$ cat config.mk
export PLATFORM = sky130hd
export DESIGN_NAME = spi_pixel_tx
export DESIGN_NICKNAME = d
export VERILOG_FILES = /design/src/rtl/spi_disp_pkg.sv /design/src/rtl/sync_fifo.sv /design/src/rtl/spi_pixel_tx.sv
export SDC_FILE = /design/constraint.sdc
export NUM_CORES = 1
export LEC_CHECK = 0
export CORE_UTILIZATION = 43
export CTS_BUF_LIST = sky130_fd_sc_hd__clkbuf_16
export CTS_CLUSTER_DIAMETER = 50
export DETAILED_ROUTE_END_ITERATION = 8
export PLACE_DENSITY = 0.79
export SYNTH_ARGS = -nofsm -noshare
export SYNTH_HDL_FRONTEND = slang
export SYNTH_SLANG_ARGS = --single-unit
$ cat constraint.sdc
create_clock -name CLK -period 1.6 [get_ports CLK]
set_clock_uncertainty 0.1 [all_clocks]
set_input_delay 0.24 -clock CLK [delete_from_list [all_inputs] [get_ports CLK]]
set_output_delay 0.24 -clock CLK [all_outputs]
set_load 0.005 [all_outputs]
$ cat src/rtl/spi_disp_pkg.sv
// Shared types and constants for the SPI display transmitter path.
package spi_disp_pkg;

  typedef struct packed {
    logic [4:0] r;
    logic [5:0] g;
    logic [4:0] b;
  } rgb565_t;

  typedef enum logic [1:0] {IDLE, LOW, HIGH, HOLD} spi_state_t;

  localparam logic DC_CMD   = 1'b0;
  localparam logic DC_DATA  = 1'b1;
  localparam int   CMD_BITS = 8;
  localparam int   PIX_BITS = 16;

endpackage

$ cat src/rtl/sync_fifo.sv
// Small synchronous FIFO with show-ahead output; extra pointer bit separates full from empty.
module sync_fifo #(
  parameter int WIDTH = 16,
  parameter int DEPTH = 4
) (
  input  logic             clk_i,
  input  logic             srst_i,
  input  logic             push_i,
  input  logic [WIDTH-1:0] din_i,
  input  logic             pop_i,
  output logic [WIDTH-1:0] dout_o,
  output logic             full_o,
  output logic             empty_o
);
  localparam int AW = $clog2(DEPTH);

  logic [WIDTH-1:0] mem_q [DEPTH];
  logic [AW:0]      wr_ptr_q, wr_ptr_d;
  logic [AW:0]      rd_ptr_q, rd_ptr_d;
  logic             do_push, do_pop;

  assign do_push  = push_i && !full_o;
  assign do_pop   = pop_i && !empty_o;
  assign wr_ptr_d = wr_ptr_q + {{AW{1'b0}}, do_push};
  assign rd_ptr_d = rd_ptr_q + {{AW{1'b0}}, do_pop};

  always_ff @(posedge clk_i) begin
    if (srst_i) begin
      wr_ptr_q <= '0;
      rd_ptr_q <= '0;
    end else begin
      wr_ptr_q <= wr_ptr_d;
      rd_ptr_q <= rd_ptr_d;
    end
  end

  always_ff @(posedge clk_i) begin
    if (do_push) mem_q[wr_ptr_q[AW-1:0]] <= din_i;
  end

  assign dout_o  = mem_q[rd_ptr_q[AW-1:0]];
  assign empty_o = (wr_ptr_q == rd_ptr_q);
  assign full_o  = (wr_ptr_q[AW] != rd_ptr_q[AW]) && (wr_ptr_q[AW-1:0] == rd_ptr_q[AW-1:0]);

endmodule

$ cat src/rtl/spi_pixel_tx.sv
// SPI mode-0 display transmitter: 8-bit commands (DC=0) and RGB565 pixels (DC=1), MSB first.
// Define SPI_PIX_FIFO_EN to place a PIX_FIFO_DEPTH-entry pixel FIFO in front of the shifter.
module spi_pixel_tx
  import spi_disp_pkg::*;
#(
  parameter int CLK_DIV        = 2,
  parameter int PIX_FIFO_DEPTH = 4
) (
  input  logic        CLK,
  input  logic        RST,
  input  logic        CMD_VALID,
  input  logic [7:0]  CMD_DATA,
  output logic        CMD_READY,
  input  logic        PIX_VALID,
  input  logic [15:0] PIX_DATA,
  output logic        PIX_READY,
  output logic        BUSY,
  output logic        SCLK,
  output logic        MOSI,
  output logic        CS_N,
  output logic        DC
);
  localparam int               DIV_W    = $clog2(CLK_DIV + 1);
  localparam logic [DIV_W-1:0] DIV_LAST = DIV_W'(CLK_DIV - 1);
  localparam logic [DIV_W-1:0] DIV_ONE  = DIV_W'(1);

  if (CLK_DIV < 1 || PIX_FIFO_DEPTH < 2 || (PIX_FIFO_DEPTH & (PIX_FIFO_DEPTH - 1)) != 0) begin : g_param_check
    $error("spi_pixel_tx: CLK_DIV must be >= 1 and PIX_FIFO_DEPTH a power of 2 >= 2");
  end

  spi_state_t       state_q, state_d;
  logic [DIV_W-1:0] div_q, div_d;
  logic [3:0]       bit_q, bit_d;
  logic [15:0]      shreg_q, shreg_d;
  logic             is_pix_q, is_pix_d;
  logic             dc_q, dc_d;
  logic [3:0]       bit_last;
  logic             shifter_ready, cmd_take, pix_take;
  rgb565_t          pix_word;

  // The shifter can take a new item while idle or in the last HOLD cycle (seamless back-to-back).
  assign shifter_ready = (state_q == IDLE) || (state_q == HOLD && div_q == DIV_LAST);

`ifdef SPI_PIX_FIFO_EN
  logic        fifo_full, fifo_empty;
  logic [15:0] fifo_dout;

  sync_fifo #(
    .WIDTH (16),
    .DEPTH (PIX_FIFO_DEPTH)
  ) u_pix_fifo (
    .clk_i   (CLK),
    .srst_i  (RST),
    .push_i  (PIX_VALID && PIX_READY),
    .din_i   (PIX_DATA),
    .pop_i   (pix_take),
    .dout_o  (fifo_dout),
    .full_o  (fifo_full),
    .empty_o (fifo_empty)
  );

  // Commands wait for the FIFO to drain so they never overtake queued pixels.
  assign PIX_READY = !RST && !fifo_full;
  assign CMD_READY = !RST && shifter_ready && fifo_empty;
  assign cmd_take  = CMD_VALID && CMD_READY;
  assign pix_take  = !RST && shifter_ready && !fifo_empty;
  assign pix_word  = fifo_dout;
  assign BUSY      = (state_q != IDLE) || !fifo_empty;
`else
  assign CMD_READY = !RST && shifter_ready;
  assign PIX_READY = !RST && shifter_ready && !CMD_VALID;
  assign cmd_take  = CMD_VALID && CMD_READY;
  assign pix_take  = PIX_VALID && PIX_READY;
  assign pix_word  = PIX_DATA;
  assign BUSY      = (state_q != IDLE);
`endif

  assign bit_last = is_pix_q ? 4'(PIX_BITS - 1) : 4'(CMD_BITS - 1);

  always_comb begin
    state_d  = state_q;
    div_d    = div_q;
    bit_d    = bit_q;
    shreg_d  = shreg_q;
    is_pix_d = is_pix_q;
    dc_d     = dc_q;
    case (state_q)
      LOW: begin
        if (div_q == DIV_LAST) begin
          div_d   = '0;
          state_d = HIGH;
        end else begin
          div_d = div_q + DIV_ONE;
        end
      end
      HIGH: begin
        if (div_q == DIV_LAST) begin
          div_d = '0;
          if (bit_q == bit_last) begin
            state_d = HOLD;
          end else begin
            state_d = LOW;
            bit_d   = bit_q + 4'd1;
            shreg_d = {shreg_q[14:0], 1'b0};
          end
        end else begin
          div_d = div_q + DIV_ONE;
        end
      end
      HOLD: begin
        if (div_q == DIV_LAST) begin
          div_d   = '0;
          state_d = IDLE;
        end else begin
          div_d = div_q + DIV_ONE;
        end
      end
      default: state_d = IDLE;
    endcase

    // A handshake only happens while shifter_ready, so it overrides the HOLD exit above.
    if (cmd_take) begin
      state_d  = LOW;
      div_d    = '0;
      bit_d    = '0;
      shreg_d  = {CMD_DATA, 8'h00};
      is_pix_d = 1'b0;
      dc_d     = DC_CMD;
    end else if (pix_take) begin
      state_d  = LOW;
      div_d    = '0;
      bit_d    = '0;
      shreg_d  = pix_word;
      is_pix_d = 1'b1;
      dc_d     = DC_DATA;
    end
  end

  always_ff @(posedge CLK) begin
    if (RST) begin
      state_q  <= IDLE;
      div_q    <= '0;
      bit_q    <= '0;
      shreg_q  <= '0;
      is_pix_q <= 1'b0;
      dc_q     <= DC_CMD;
    end else begin
      state_q  <= state_d;
      div_q    <= div_d;
      bit_q    <= bit_d;
      shreg_q  <= shreg_d;
      is_pix_q <= is_pix_d;
      dc_q     <= dc_d;
    end
  end

  assign SCLK = (state_q == HIGH);
  assign MOSI = ((state_q == LOW) || (state_q == HIGH)) && shreg_q[15];
  assign CS_N = (state_q == IDLE);
  assign DC   = dc_q;

endmodule

# ---- Word level (Yosys, flattened, before mapping)
# Index checks and enable logic that the tools add are counted.
dict set report op_classes {
  n_addsub 2
  n_reduce_logical 24
  n_eq_ne 13
  bitwise_logic 1
  n_mux 14
}
# op n
set op_table {}
lappend op_table {{$mux 16} 5}
lappend op_table {{$reduce_and 3->1} 5}
lappend op_table {{$mux 2} 5}
lappend op_table {{$logic_and 1x1->1} 6}
lappend op_table {{$pmux 2 s3} 1}
lappend op_table {{$reduce_bool 2->1} 3}
lappend op_table {{$reduce_bool 3->1} 2}
lappend op_table {{$reduce_or 3->1} 2}
lappend op_table {{$add 4x1->4 const B} 1}
lappend op_table {{$eq 2x1->1 const B} 2}
lappend op_table {{$eq 2x2->1 const B} 2}
lappend op_table {{$eq 4x4->1} 1}
lappend op_table {{$mux 4} 1}
lappend op_table {{$ne 2x1->1 const B} 2}
lappend op_table {{$ne 2x2->1 const B} 2}
lappend op_table {{$ne 4x1->1 const B} 1}
lappend op_table {{$ne 4x3->1 const B} 1}
lappend op_table {{$ne 4x4->1 const B} 1}
lappend op_table {{$ne 3x3->1 const B} 1}
lappend op_table {{$add 2x1->2 const B} 1}
lappend op_table {{$logic_not 1->1} 2}
lappend op_table {{$logic_not 2->1} 1}
lappend op_table {{$logic_or 1x1->1} 2}
lappend op_table {{$mux 1} 2}
lappend op_table {{2 further kinds} 2}
dict set report word_totals {
  out_inout_bits 7
  register_bits 25
  wordCells 61
}

# ---- Longest topological paths before layout
# Gate-level depths: netlist of run 1.
dict set report logic_depth {
  word_depth 8
  mapped_depth 7
}

# ---- Least setup slack after synthesis of run 1
# No wires, ideal clock.
dict set report synth_timing {
  kind {register to register}
  from {register state_q[0]}
  to {register shreg_q[15]}
  t_required_ns 1.405
  arrival_ns 1.583
  stages_incl_launch_ff 8
  path_slack_ns -0.179
  period_less_slack_ns 1.779
  setup_ns 0.095
  cell_sequence {dfxtp_1 -> inv_1 -> ha_1 -> inv_1 -> a211o_1 -> buf_2 -> o21ai_0 -> a221oi_1}
}
dict set report synth_between {
  word_cells_on_any_way 15
  cone_classes {3 x eq/ne; 2 x mux; 10 x reduce/logical}
}
# item line
set synth_rtl {}
lappend synth_rtl {{from (decl)} spi_pixel_tx.sv:31} ;# spi_state_t state_q, state_d;
lappend synth_rtl {{from (signal assigned)} spi_pixel_tx.sv:148} ;# state_q <= state_d;
lappend synth_rtl {{$logic_not 2->1 *} -}
lappend synth_rtl {{named net CS_N} spi_pixel_tx.sv:20} ;# output logic CS_N,
lappend synth_rtl {{$logic_or 1x1->1 *} spi_pixel_tx.sv:42} ;# assign shifter_ready = (state_q == IDLE) || (state_q == HOLD && div_q == DIV_LAST);
lappend synth_rtl {{$logic_and 1x1->1 *} {spi_pixel_tx.sv:70, spi_pixel_tx.sv:71}}
lappend synth_rtl {{$logic_and 1x1->1} spi_pixel_tx.sv:71} ;# assign PIX_READY = !RST && shifter_ready && !CMD_VALID;
lappend synth_rtl {{$logic_and 1x1->1} spi_pixel_tx.sv:73} ;# assign pix_take = PIX_VALID && PIX_READY;
lappend synth_rtl {{$ne 3x3->1 (no source line), or another cell as far along} -}
lappend synth_rtl {{$reduce_and 3->1 (no source line) / $mux 16 (equally long branches)} -}
lappend synth_rtl {{to (signal assigned)} spi_pixel_tx.sv:151} ;# shreg_q <= shreg_d;
lappend synth_rtl {{to (decl)} spi_pixel_tx.sv:34} ;# logic [15:0] shreg_q, shreg_d;
# The timed path passes the listed nets; every way through them passes the cells marked *.
# A chain may end at the register's enable or synchronous reset.

# ---- Final worst setup path of run 1
dict set report layout_timing {
  from {register state_q[0]}
  to {register shreg_q[5]}
}
dict set report layout_between {
  elab_chain_cells 8
  word_cells_on_any_way 15
  cone_classes {3 x eq/ne; 1 x mux; 11 x reduce/logical}
}
# item line
set layout_rtl {}
lappend layout_rtl {{$eq 2x2->1} spi_pixel_tx.sv:42}
lappend layout_rtl {{$logic_and 1x1->1} spi_pixel_tx.sv:42}
lappend layout_rtl {{$logic_or 1x1->1} spi_pixel_tx.sv:42}
lappend layout_rtl {{$logic_and 1x1->1} {spi_pixel_tx.sv:70, spi_pixel_tx.sv:71}}
lappend layout_rtl {{$logic_and 1x1->1} spi_pixel_tx.sv:71}
lappend layout_rtl {{$logic_and 1x1->1} spi_pixel_tx.sv:73}
lappend layout_rtl {{$ne 2x2->1 (no source line) / $reduce_bool 2->1 (equally long branches)} -}
lappend layout_rtl {{$reduce_and 3->1 (no source line)} -}
# Parallel ways exist; a longest one is shown, timed or not.

==> metrics.yaml, run 1 <==
layout:
  area_growth_syn_to_layout_pct: 68.39
  nets: 258
  diodes: 0
  final_util_pct: 75.98
  drive_gt1_share_pct: 44.64
detailed_routing:
  routed-via-count: 1463
  wl_met1_mm: 1.646
  drt-initial-drc-count: 66
  met2_length_mm: 2.245
  wire_per_inst_um: 15.15
  wl_mm: 4.061
  wl_met3_um: 145
  maxUsedRoutingLayer: "met4"
  post-route-drc-count: 0
  avgViaCountPerCell: 5.459
  final_antenna_net_count: 0
  first_pass_iters: 4
run_status:
  failed_checks: "setup timing"
  status: "finished, violations left"
setup_path:
  endpoint_kind: "register"
  start_kind: "register"
  critPathMaxFanout: 8
  cpMostUsedCell: "buf_6"
  path_cells: "inv_4 > ha_4 > inv_6 > buf_6 > a2111oi_4 > buf_6 > nor2b_1 > a211oi_2"
  cp.depth: 8
  path_delay_family: "compound AO/OA/AOI/OAI gates"
  arrival_ps: 1870
  ff2ff_path_depth: 8
  max_stage_delay_ps: 420
  timing_worst_setup_path_type: "register to register"
  path_buf_inv: 4
  crit_slowest_cell: "a2111oi_4"
  required_ps: 1640
placed_design:
  place_congestion: 0.7911
  pre_cts_ws_ps: -347.2
  io_buffers: 34
  hpwl_mm: 2.700
yosys:
  synth-async-reset-ratio_pct: 0
  yosys_warnings: 0
  synth_fa_ha_area_share_pct: 4.541
  syn_avg_cell_area_sq_um: 8.719
  synth_cells: 158
  yosysTopAreaCell: "dfxtp_1"
  synth_flop_cell: "dfxtp_1"
  synth_simple_gate_area_share_pct: 19.89
  synth-xor-area-share_pct: 3.088
  ys_types: 32
  synth-edff-count: 0
  synthTopCellsByArea: "dfxtp_1 36%, nand2_1 6.3%, a211oi_2 5.4%, a221oi_1 5.1%, a22o_1 5.1%"
  ys_ff_latch: 25
  netlist_top_cells_count: "25 x dfxtp_1, 23 x nand2_1, 15 x nor2_1"
  synth_top_family_by_area: "compound AO/OA/AOI/OAI gates"
  synth_compound_area_share_pct: 30.88
  synth_top_area_share_pct: 36.33
  syn_area_sq_mm: 0.001378
  yosysSeqAreaShare_pct: 36.33
  yosys-mux-area-fraction_pct: 0
  syn-num-nets: 191
  yosys.cell_count.top_type: "dfxtp_1"
floorplan:
  row_count: 20
  dieArea_sq_mm: 0.003434
  die_h_um: 58.60
  coreArea_sq_mm: 0.003053
  die_w_um: 58.60
  io-pin-count: 35
  initial_core_util_pct: 45.12
pwr:
  clkPwrFrac_pct: 37.2
  power_frac_seq_pct: 42.8
  vdd_ir_drop_max_v: 0.0005752
  p_int_w: 0.001164
  p_total_w: 0.001563
  switching_power_w: 0.0003984
  power_frac_comb_pct: 20.0
  p_leak_nw: 0.8850
  power_switching_share_pct: 25.49
  p_per_area_mw_per_mm2: 673.7
sta:
  tightest_slew_ps: 411.8
  finalSetupViolCount: 26
  max_freq_mhz: 546.5
  fin_ws_ps: -229.8
  hold_violations: 0
  layout_min_cycle_time_ps: 1830
  rsz0062_at_grt: "yes"
  slew_viol_final: 0
  finalCritPeriodShare_pct: 114.4
  fin_setup_tns_ps: -3478
  whs_ps: 379.1
  slew_headroom_pct: 72.55
min_path:
  worstHoldPathCells: 2
  hp-class: "register to register"
clock_network:
  cts_tree: "yes"
  cts.sinks: 25
  cts-buffers-inserted: 3
  clkTransAtPathRegs_ps: 70
  htree_levels: 1
  holdBufCountCts: 0
  clkLatencyLatePin_ps: 260
  cts_buffer_depth: 2
  cts_root_buf: "clkbuf_16"
run:
  maxCapViolCount: 0
global_route:
  grt_pass1_vias: 1339
  grt-ovfl-total: 0
  track_usage_pct: 23.18
  grt_max_degree: 18
  antenna_found_initial: 0
  grt_pass1_wl_mm: 6.065
[registers in the layout, summed over array words and instances, names as in the netlist]
name,count
shreg_q,16
bit_q,4
div_q,2
state_q,2
DC,1
[power by group through the flow]
stage                     Sequential [W]  Clock, W  Combinational [W]
after floorplan                 0.000676         0           0.000133
after global placement          0.000677         0           0.000256
after detailed placement        0.000679         0           0.000265
after CTS                       0.000666  0.000568           0.000289
after global routing            0.000671  0.000589           0.000335
final                           0.000669  0.000581           0.000313
[worst reg2reg max path, stage by stage (launching register included)]
cell       delay, ps
dfxtp_4          370
inv_4             70
ha_4             160
inv_6             40
buf_6            120
a2111oi_4        420
buf_6            190
nor2b_1          180
a211oi_2          60
[metal layers]
metal  up-vias  GRT usage (%)
met1       710          28.35
met5         -              0
li1        698              -
met3         6          3.297
met2        49          43.51
met4         0          4.082
[cells in the final DEF, fill, tap and decap left out, types with 2 or more instances in the layout]
master	synthesis	layout
dfxtp_2	0	2
ha_4	0	3
a21oi_1	10	5
nand3_1	2	2
clkdlybuf4s50_1	0	28
nor2b_1	10	4
buf_6	1	11
a211oi_2	6	7
o21ai_1	0	2
o21ai_2	0	6
nand2_1	23	21
nand3b_1	2	2
a21o_1	2	2
a21oi_2	0	3
a211oi_1	3	2
a221oi_2	0	4
nor2_1	15	13
a31oi_1	2	2
nor2b_4	0	4
clkbuf_2	0	3
buf_2	1	2
nor2b_2	0	2
a221oi_1	8	4
clkbuf_16	0	3
a21oi_4	1	3
a22o_1	8	8
inv_1	5	2
xnor2_1	2	2
dfxtp_1	25	21
dfxtp_4	0	2
nor2_2	0	2
buf_4	2	27
[kinds of logic (layout without fill, tap and decap cells)]
family | after synthesis | count (layout)
adders and majority gates | 5 | 5
xor gates and xnor gates | 4 | 4
DFF | 25 | 25
AOI/OAI and AO/OA | 52 | 52
buffers and inverters | 15 | 81
and+or+nand+nor | 57 | 57
[worst paths after layout]
check	from	to	slack [ps]
worst max-delay path	state_q[0]$_SDFFE_PP0P_	shreg_q[5]$_SDFFE_PP0P_	-230
worst min register to register	bit_q[1]$_SDFFE_PP0P_	bit_q[1]$_SDFFE_PP0P_	380
worst min-delay path	bit_q[1]$_SDFFE_PP0P_	bit_q[1]$_SDFFE_PP0P_	380
worst max register to register	state_q[0]$_SDFFE_PP0P_	shreg_q[5]$_SDFFE_PP0P_	-230
[area by class of cell]
cell class | instances | area (sq um)
inverters | 5 | 26.28
multi-input cells | 118 | 993.5
clock inverters | 1 | 7.507
well taps | 44 | 55.05
repair buffers | 72 | 651.9
fillers | 223 | 733.2
clock buffers | 3 | 75.07
flip-flops and latches | 25 | 510.5
[through the flow]
step,area (sq um),cells
detailed placement,1981,252
finish,2320,268
floorplan,1456,158
global route,2320,268
CTS,2213,262
global placement,1981,252
[repair_timing]
item | 4_1_cts | 5_1_grt
buffers inserted | 5 | 7
pin swaps | 15 | 14
endpoints found under the setup margin | 30 | 31
resized for setup | 48 | 32
gates cloned | 1 | 0
No activity file was read; power rests on OpenSTA's default activity.
==> run 2, diff against run 1 <==
CTS_CLUSTER_SIZE = 40   (was default)
==> results of run 2 <==
No change in the layout: final DEF, timing and power equal those of run 1.
==> run 3, diff against run 2 <==
CTS_CLUSTER_SIZE = default   (was 40)
==> results of run 3 <==
No change in the layout: final DEF, timing and power equal those of run 1.
